$ cat config.mk
export PLATFORM = sky130hd
export DESIGN_NAME = mc_control_unit
export DESIGN_NICKNAME = d
export VERILOG_FILES = /design/src/rtl/mc_control_unit.sv
export SDC_FILE = /design/constraint.sdc
export NUM_CORES = 1
export LEC_CHECK = 0
export CAP_MARGIN = 5
export CORE_MARGIN = 4
export CORE_UTILIZATION = 30
export DETAILED_ROUTE_END_ITERATION = 10
export GPL_TIMING_DRIVEN = 1
export PLACE_DENSITY_LB_ADDON = 0.15
export REMOVE_ABC_BUFFERS = 1
export SLEW_MARGIN = 10
export SYNTH_ARGS = -nofsm -noshare
export SYNTH_HDL_FRONTEND = slang
export SYNTH_SLANG_ARGS = --single-unit
$ cat constraint.sdc
create_clock -name clk -period 5.8 [get_ports clk]
set_input_delay 1.45 -clock clk [delete_from_list [all_inputs] [get_ports clk]]
set_output_delay 1.45 -clock clk [all_outputs]
set_load 0.05 [all_outputs]
$ cat src/rtl/mc_control_unit.sv
// mc_control_unit: multicycle control FSM for the MIPS-subset datapath.
// Outputs are registered from the next-state decode, so each control word is
// valid during the cycle its state is current.
module mc_control_unit #(
  parameter int MD_CYCLES = 33,
  parameter int MEM_WAIT  = 1
) (
  input  logic       clk,
  input  logic       reset,
  input  logic [5:0] opCode,
  input  logic [5:0] funct,
  input  logic       eqf,
  input  logic       gtf,
  input  logic       ov,
  input  logic       div0,
  output logic       MemCtrl,
  output logic       PCCtrl,
  output logic       MDCtrl,
  output logic       SECtrl,
  output logic       ShiftSrc,
  output logic       ShiftAmt,
  output logic       IRWrite,
  output logic       RegWrite,
  output logic       ALUOutCtrl,
  output logic       EPCCtrl,
  output logic       HILOWrite,
  output logic       start,
  output logic [1:0] IorD,
  output logic [1:0] ALUSrcA,
  output logic [1:0] ALUSrcB,
  output logic [1:0] RegDst,
  output logic [1:0] LSCtrl,
  output logic [1:0] SSCtrl,
  output logic [1:0] ExcptCtrl,
  output logic [2:0] ShiftCtrl,
  output logic [2:0] PCSrc,
  output logic [2:0] ALUCtrl,
  output logic [3:0] DataSrc,
  output logic [5:0] state
);

  typedef enum logic [5:0] {
    S_RESET    = 6'd0,  S_FETCH   = 6'd1,  S_F_WAIT   = 6'd2,  S_IR_LD  = 6'd3,
    S_DECODE   = 6'd4,  S_R_EX    = 6'd5,  S_R_WB     = 6'd6,  S_ADDI   = 6'd7,
    S_I_WB     = 6'd8,  S_ADDR    = 6'd9,  S_M_RD     = 6'd10, S_M_WAIT = 6'd11,
    S_LW_WB    = 6'd12, S_SW_WR   = 6'd13, S_BR       = 6'd14, S_LUI    = 6'd15,
    S_J        = 6'd16, S_JAL_A   = 6'd17, S_JAL      = 6'd18, S_JR     = 6'd19,
    S_MD_START = 6'd20, S_MD_WAIT = 6'd21, S_MF       = 6'd22, S_EXC    = 6'd23,
    S_E_RD     = 6'd24, S_E_WAIT  = 6'd25, S_E_JMP    = 6'd26
  } state_t;

  // One counter serves both the memory waits and the mult/div wait.
  localparam int CNT_MAX = (MD_CYCLES > MEM_WAIT + 1) ? MD_CYCLES : MEM_WAIT + 1;
  localparam int CW      = $clog2(CNT_MAX + 1);
  localparam logic [CW-1:0] MD_LAST = CW'(MD_CYCLES - 1);
  localparam logic [CW-1:0] FW_LAST = CW'(MEM_WAIT - 1);
  localparam logic [CW-1:0] MW_LAST = CW'(MEM_WAIT);

  state_t          state_reg, state_next;
  logic [CW-1:0]   cnt_reg, cnt_next;
  logic [1:0]      cause_reg, cause_next;
  logic            md_div_reg, md_div_next;
  logic            pcctrl_reg;
  logic [2:0]      pcsrc_reg;

  logic            memctrl_next, pcctrl_next, mdctrl_next, sectrl_next;
  logic            irwrite_next, regwrite_next, aluoutctrl_next, epcctrl_next;
  logic            hilowrite_next, start_next;
  logic [1:0]      iord_next, alusrca_next, alusrcb_next, regdst_next;
  logic [1:0]      lsctrl_next, ssctrl_next, excptctrl_next;
  logic [2:0]      pcsrc_next, aluctrl_next;
  logic [3:0]      datasrc_next;
  logic            br_take;
  logic            unused_flags;

  assign unused_flags = gtf;
  assign state        = state_reg;

  // The branch decision needs the compare result produced during BR itself,
  // so the PC-write qualification is the one term taken from live inputs.
  assign br_take = (state_reg == S_BR) &&
                   (((opCode == 6'h04) && eqf) || ((opCode == 6'h05) && !eqf));
  assign PCCtrl  = pcctrl_reg | br_take;
  assign PCSrc   = br_take ? 3'd1 : pcsrc_reg;

  // State, counter, cause and registered control word.
  always_ff @(posedge clk) begin
    if (reset) begin
      state_reg  <= S_RESET;
      cnt_reg    <= '0;
      cause_reg  <= 2'd0;
      md_div_reg <= 1'b0;
      MemCtrl    <= 1'b0;
      pcctrl_reg <= 1'b0;
      MDCtrl     <= 1'b0;
      SECtrl     <= 1'b0;
      ShiftSrc   <= 1'b0;
      ShiftAmt   <= 1'b0;
      IRWrite    <= 1'b0;
      RegWrite   <= 1'b0;
      ALUOutCtrl <= 1'b0;
      EPCCtrl    <= 1'b0;
      HILOWrite  <= 1'b0;
      start      <= 1'b0;
      IorD       <= 2'd0;
      ALUSrcA    <= 2'd0;
      ALUSrcB    <= 2'd0;
      RegDst     <= 2'd0;
      LSCtrl     <= 2'd0;
      SSCtrl     <= 2'd0;
      ExcptCtrl  <= 2'd0;
      ShiftCtrl  <= 3'd0;
      pcsrc_reg  <= 3'd0;
      ALUCtrl    <= 3'd0;
      DataSrc    <= 4'd0;
    end else begin
      state_reg  <= state_next;
      cnt_reg    <= cnt_next;
      cause_reg  <= cause_next;
      md_div_reg <= md_div_next;
      MemCtrl    <= memctrl_next;
      pcctrl_reg <= pcctrl_next;
      MDCtrl     <= mdctrl_next;
      SECtrl     <= sectrl_next;
      ShiftSrc   <= 1'b0;
      ShiftAmt   <= 1'b0;
      IRWrite    <= irwrite_next;
      RegWrite   <= regwrite_next;
      ALUOutCtrl <= aluoutctrl_next;
      EPCCtrl    <= epcctrl_next;
      HILOWrite  <= hilowrite_next;
      start      <= start_next;
      IorD       <= iord_next;
      ALUSrcA    <= alusrca_next;
      ALUSrcB    <= alusrcb_next;
      RegDst     <= regdst_next;
      LSCtrl     <= lsctrl_next;
      SSCtrl     <= ssctrl_next;
      ExcptCtrl  <= excptctrl_next;
      ShiftCtrl  <= 3'd0;
      pcsrc_reg  <= pcsrc_next;
      ALUCtrl    <= aluctrl_next;
      DataSrc    <= datasrc_next;
    end
  end

  // Next-state selection followed by the control word of the next state.
  always_comb begin
    state_next      = state_reg;
    cnt_next        = cnt_reg;
    cause_next      = cause_reg;
    md_div_next     = md_div_reg;
    memctrl_next    = 1'b0;
    pcctrl_next     = 1'b0;
    mdctrl_next     = 1'b0;
    sectrl_next     = 1'b0;
    irwrite_next    = 1'b0;
    regwrite_next   = 1'b0;
    aluoutctrl_next = 1'b0;
    epcctrl_next    = 1'b0;
    hilowrite_next  = 1'b0;
    start_next      = 1'b0;
    iord_next       = 2'd0;
    alusrca_next    = 2'd0;
    alusrcb_next    = 2'd0;
    regdst_next     = 2'd0;
    lsctrl_next     = 2'd0;
    ssctrl_next     = 2'd0;
    excptctrl_next  = 2'd0;
    pcsrc_next      = 3'd0;
    aluctrl_next    = 3'd0;
    datasrc_next    = 4'd0;

    case (state_reg)
      S_RESET: state_next = S_FETCH;
      S_FETCH: begin
        cnt_next = '0;
        if (MEM_WAIT == 0) state_next = S_IR_LD;
        else               state_next = S_F_WAIT;
      end
      S_F_WAIT: begin
        if (cnt_reg == FW_LAST) state_next = S_IR_LD;
        else                    cnt_next   = cnt_reg + CW'(1);
      end
      S_IR_LD: state_next = S_DECODE;
      S_DECODE: begin
        md_div_next = (funct == 6'h1A);
        cause_next  = 2'd0;
        state_next  = S_EXC;
        case (opCode)
          6'h00: begin
            case (funct)
              6'h20, 6'h22, 6'h24: state_next = S_R_EX;
              6'h18, 6'h1A:        state_next = S_MD_START;
              6'h10, 6'h12:        state_next = S_MF;
              6'h08:               state_next = S_JR;
              default:             state_next = S_EXC;
            endcase
          end
          6'h08:        state_next = S_ADDI;
          6'h23, 6'h2B: state_next = S_ADDR;
          6'h04, 6'h05: state_next = S_BR;
          6'h0F:        state_next = S_LUI;
          6'h02:        state_next = S_J;
          6'h03:        state_next = S_JAL_A;
          default:      state_next = S_EXC;
        endcase
      end
      S_R_EX: begin
        if (ov && (funct != 6'h24)) begin
          state_next = S_EXC;
          cause_next = 2'd1;
        end else begin
          state_next = S_R_WB;
        end
      end
      S_ADDI: begin
        if (ov) begin
          state_next = S_EXC;
          cause_next = 2'd1;
        end else begin
          state_next = S_I_WB;
        end
      end
      S_ADDR: state_next = S_M_RD;
      S_M_RD: begin
        state_next = S_M_WAIT;
        cnt_next   = '0;
      end
      S_M_WAIT: begin
        if (cnt_reg == MW_LAST) state_next = (opCode == 6'h2B) ? S_SW_WR : S_LW_WB;
        else                    cnt_next   = cnt_reg + CW'(1);
      end
      S_JAL_A: state_next = S_JAL;
      S_MD_START: begin
        state_next = S_MD_WAIT;
        cnt_next   = '0;
      end
      S_MD_WAIT: begin
        if (md_div_reg && div0 && (cnt_reg == '0)) begin
          state_next = S_EXC;
          cause_next = 2'd2;
        end else if (cnt_reg == MD_LAST) begin
          state_next = S_FETCH;
        end else begin
          cnt_next = cnt_reg + CW'(1);
        end
      end
      S_EXC: state_next = S_E_RD;
      S_E_RD: begin
        state_next = S_E_WAIT;
        cnt_next   = '0;
      end
      S_E_WAIT: begin
        if (cnt_reg == MW_LAST) state_next = S_E_JMP;
        else                    cnt_next   = cnt_reg + CW'(1);
      end
      S_R_WB, S_I_WB, S_LW_WB, S_SW_WR, S_BR, S_LUI, S_J, S_JAL, S_JR, S_MF, S_E_JMP:
        state_next = S_FETCH;
      default: state_next = S_RESET;
    endcase

    case (state_next)
      S_FETCH: begin
        alusrcb_next = 2'd1;
        aluctrl_next = 3'b001;
        pcctrl_next  = 1'b1;
      end
      S_IR_LD: irwrite_next = 1'b1;
      S_DECODE: begin
        alusrcb_next    = 2'd3;
        aluctrl_next    = 3'b001;
        aluoutctrl_next = 1'b1;
      end
      S_R_EX: begin
        alusrca_next    = 2'd1;
        aluoutctrl_next = 1'b1;
        if (funct == 6'h22)      aluctrl_next = 3'b010;
        else if (funct == 6'h24) aluctrl_next = 3'b011;
        else                     aluctrl_next = 3'b001;
      end
      S_R_WB: begin
        regdst_next   = 2'd1;
        regwrite_next = 1'b1;
      end
      S_ADDI, S_ADDR: begin
        alusrca_next    = 2'd1;
        alusrcb_next    = 2'd2;
        sectrl_next     = 1'b1;
        aluctrl_next    = 3'b001;
        aluoutctrl_next = 1'b1;
      end
      S_I_WB: regwrite_next = 1'b1;
      S_M_RD: iord_next = 2'd2;
      S_LW_WB: begin
        lsctrl_next   = 2'd1;
        datasrc_next  = 4'd1;
        regwrite_next = 1'b1;
      end
      S_SW_WR: begin
        ssctrl_next  = 2'd1;
        iord_next    = 2'd2;
        memctrl_next = 1'b1;
      end
      S_BR: begin
        alusrca_next = 2'd1;
        aluctrl_next = 3'b010;
      end
      S_LUI: begin
        datasrc_next  = 4'd6;
        regwrite_next = 1'b1;
      end
      S_J: begin
        pcsrc_next  = 3'd2;
        pcctrl_next = 1'b1;
      end
      S_JAL_A: aluoutctrl_next = 1'b1;
      S_JAL: begin
        regdst_next   = 2'd3;
        regwrite_next = 1'b1;
        pcsrc_next    = 3'd2;
        pcctrl_next   = 1'b1;
      end
      S_JR: begin
        alusrca_next = 2'd1;
        pcctrl_next  = 1'b1;
      end
      S_MD_START: begin
        start_next  = 1'b1;
        mdctrl_next = md_div_next;
      end
      S_MD_WAIT: hilowrite_next = (cnt_next == MD_LAST);
      S_MF: begin
        datasrc_next  = (funct == 6'h10) ? 4'd2 : 4'd3;
        regdst_next   = 2'd1;
        regwrite_next = 1'b1;
      end
      S_EXC: begin
        alusrcb_next = 2'd1;
        aluctrl_next = 3'b010;
        epcctrl_next = 1'b1;
      end
      S_E_RD: begin
        iord_next      = 2'd3;
        excptctrl_next = cause_next;
      end
      S_E_JMP: begin
        lsctrl_next = 2'd1;
        pcsrc_next  = 3'd3;
        pcctrl_next = 1'b1;
      end
      default: ;
    endcase
  end

endmodule

==> out/metrics.yaml <==
status: "complete, no violations"
clockRootBuffer: "clkbuf_8"
yosysTopAreaCellShare_pct: 31.18
fin_nets: 395
synth_fa_ha_area_share_pct: 1.763
grt_pass1_wl_um: 11990
yosys-top-cells-area: "dfxtp_1 (31%), nor2_1 (5.2%), buf_4 (3.3%)"
cp_max_fo: 8
end_kind: "output pin"
hold_path.class: "reg2reg"
coreArea_sq_mm: 0.008721
routabilityCongestion: 0.7817
start_util_pct: 30.92
min_period_ns: 5.184
cts_tree: "done"
antenna_found_initial: 0
max_freq_mhz: 192.9
layout-drive-gt1-share_pct: 6.133
grt_pass1_vias: 2281
synth_cells: 338
setup_viol: 0
dp_slack_ns: 0.6812
cts.sinks: 42
cts_made_buffers: 5
chipHeight_um: 102.8
diodes: 0
grt_max_degree: 35
worst_hold_slack_ns: 0.5008
ys_types: 68
clk_pin_slew_worst_paths_ns: 0.08
ys.flop_type: "dfxtp_1"
post_cts_resized: 0
ys_seq_elements: 42
place_area_sq_mm: 0.003203
arrival_ns: 3.73
path_class: "in2out"
routed_wl_um: 7561
grt_usage_pct: 14.42
cp_cell_sequence: "clkdlybuf4s50_1 > nor3_1 > nand2_1 > nand4b_1 > nand2b_1 > clkdlybuf4s50_1"
final_area_sq_mm: 0.003296
timing.slew.headroom_pct: 43.39
synth_warnings: 0
cpMostUsedCell: "clkdlybuf4s50_1"
ant_nets: 0
ios: 63
finClkSkew_ns: 0.01051
slew_violations: 0
yosys.area.top_type: "dfxtp_1"
syn-cell-area_sq_mm: 0.002696
synth-xor-area-share_pct: 1.624
num_vias: 2577
cp_data_required_time_ns: 4.35
p_per_area_mw_per_mm2: 181.4
slowest_delay_ns: 0.80
num_rows: 34
drv_cap: 0
cts_max_path_buffers: 2
drc: 0
dp_hpwl_um: 5598
final_hold_viol_count: 0
crit_path_start_kind: "input port"
worst_pin_slew_ns: 0.8480
cts_htree_levels: 2
synthMuxAreaShare_pct: 0.3712
grt-ovfl-total: 0
synth-edff-count: 0
routedWlPerCell_um: 15.65
p_total_uw: 597.9
grt_setup_unrepaired: "no"
yosys.area_share.simple_pct: 36.06
clock_latency_ns: 0.31
tns_ns: 0
drt_first_pass_iters: 7
synth_top_family_by_area: "simple AND/OR/NAND/NOR gates"
finalCritPeriodShare_pct: 89.37
ir_worst_vdd_mv: 0.08569
die-area_sq_mm: 0.01057
synthArstFlopShare_pct: 0
cts_hold_buffers: 0
cp_slowest_cell: "clkdlybuf4s50_1"
worst_slack_ns: 0.6163
via_per_inst: 5.335
yosysSeqAreaShare_pct: 31.18
port_buffers: 50
cts_setup_buffers: 0
area_growth_pct: 22.23
synth_compound_area_share_pct: 20.46
drt_iter0_drc: 176
syn_avg_cell_area_sq_um: 7.977
die_x_um: 102.8
leakage_nw: 1.156
-- placed cells by master, fill, tap and decap left out, types with 3 or more instances in the layout --
cell type	Yosys	layout
clkdlybuf4s50_1	0	50
dfxtp_1	42	42
nor2_1	37	37
nand2_1	19	19
nand3_1	16	16
nor3_1	15	15
a21oi_1	12	12
conb_1	1	12
inv_1	9	9
or3_1	9	9
nor2b_1	9	9
nand4_1	9	9
nand2b_1	8	8
and2_1	8	8
a31oi_1	8	8
o21ai_1	7	7
a22oi_1	6	6
nand3b_1	6	6
o21ai_0	6	6
clkbuf_8	0	5
nor4bb_1	4	4
o211ai_1	4	4
a211oi_1	4	4
or4b_4	3	3
and3b_1	3	3
or4_1	3	3
xnor2_1	3	3
ha_1	3	3
buf_4	12	3
-- metrics by stage --
| step | utilization, % | cells |
|---|---|---|
| floorplan | - | 314 |
| global placement | 36.73 | 475 |
| detailed placement | 36.73 | 475 |
| CTS | 37.79 | 483 |
| global route | 37.79 | 483 |
| finish | 37.79 | 483 |
-- layer usage --
layer,share of wire (%),global-route usage [%],up-vias
li1,-,-,1304
met1,46,19.16,1207
met2,48,24.28,59
met3,4.6,2.571,7
met4,1.1,3.586,0
met5,0,0,-
-- worst max-delay path, delay by kind of cell --
kind / cells / cell delay (ns)
buffers and inverters: 2 / 1.32
and+or+nand+nor: 4 / 0.97
-- synthesized netlist by cell type (4+ instances only) --
master    instances
or3_1             9
nor3_1           15
a21oi_1          12
nor2b_1           9
and2_1            8
a31oi_1           8
nand2b_1          8
clkbuf_1         14
nand2_1          19
inv_1             9
nor2_1           37
nand4_1           9
dfxtp_1          42
o21ai_0           6
a22oi_1           6
nand3_1          16
buf_2             7
buf_4            12
nand3b_1          6
a211oi_1          4
nor4bb_1          4
o21ai_1           7
o211ai_1          4
-- final timing paths --
check                           slack, ns         start            to  depth (start not counted)
worst min register to register       0.50  cause_reg[1]  cause_reg[1]                          2
worst min-delay path                 0.50  cause_reg[1]  cause_reg[1]                          2
worst max register to register       2.09      state[1]     HILOWrite                          7
worst max-delay path                 0.62     opCode[5]        PCCtrl                          6
-- where the power goes --
part	switching, mW	total (mW)	internal [mW]
combinational	0.0658	0.0982	0.0324
sequential	0.00745	0.299	0.292
clock	0.114	0.201	0.0862
total	0.188	0.598	0.410
-- final cells by class --
type	instances	area, sq um
Timing Repair Buffer	53	523.0
Clock buffer	5	68.82
Clock inverter	3	23.77
Fill cell	925	5425
Multi-Input combinational cell	263	1670
Inverter	9	33.78
Tap cell	108	135.1
Sequential cell	42	840.8
-- logic make-up (layout without fill, tap and decap cells) --
group,count (synthesis),in the layout
AOI/OAI and AO/OA,74,74
xor gates and xnor gates,5,5
adders and majority gates,4,4
buffers and inverters,44,70
DFF,42,42
muxes,1,1
other,1,12
and+or+nand+nor,167,167
Note: power is estimated with default switching activity, not from simulation.
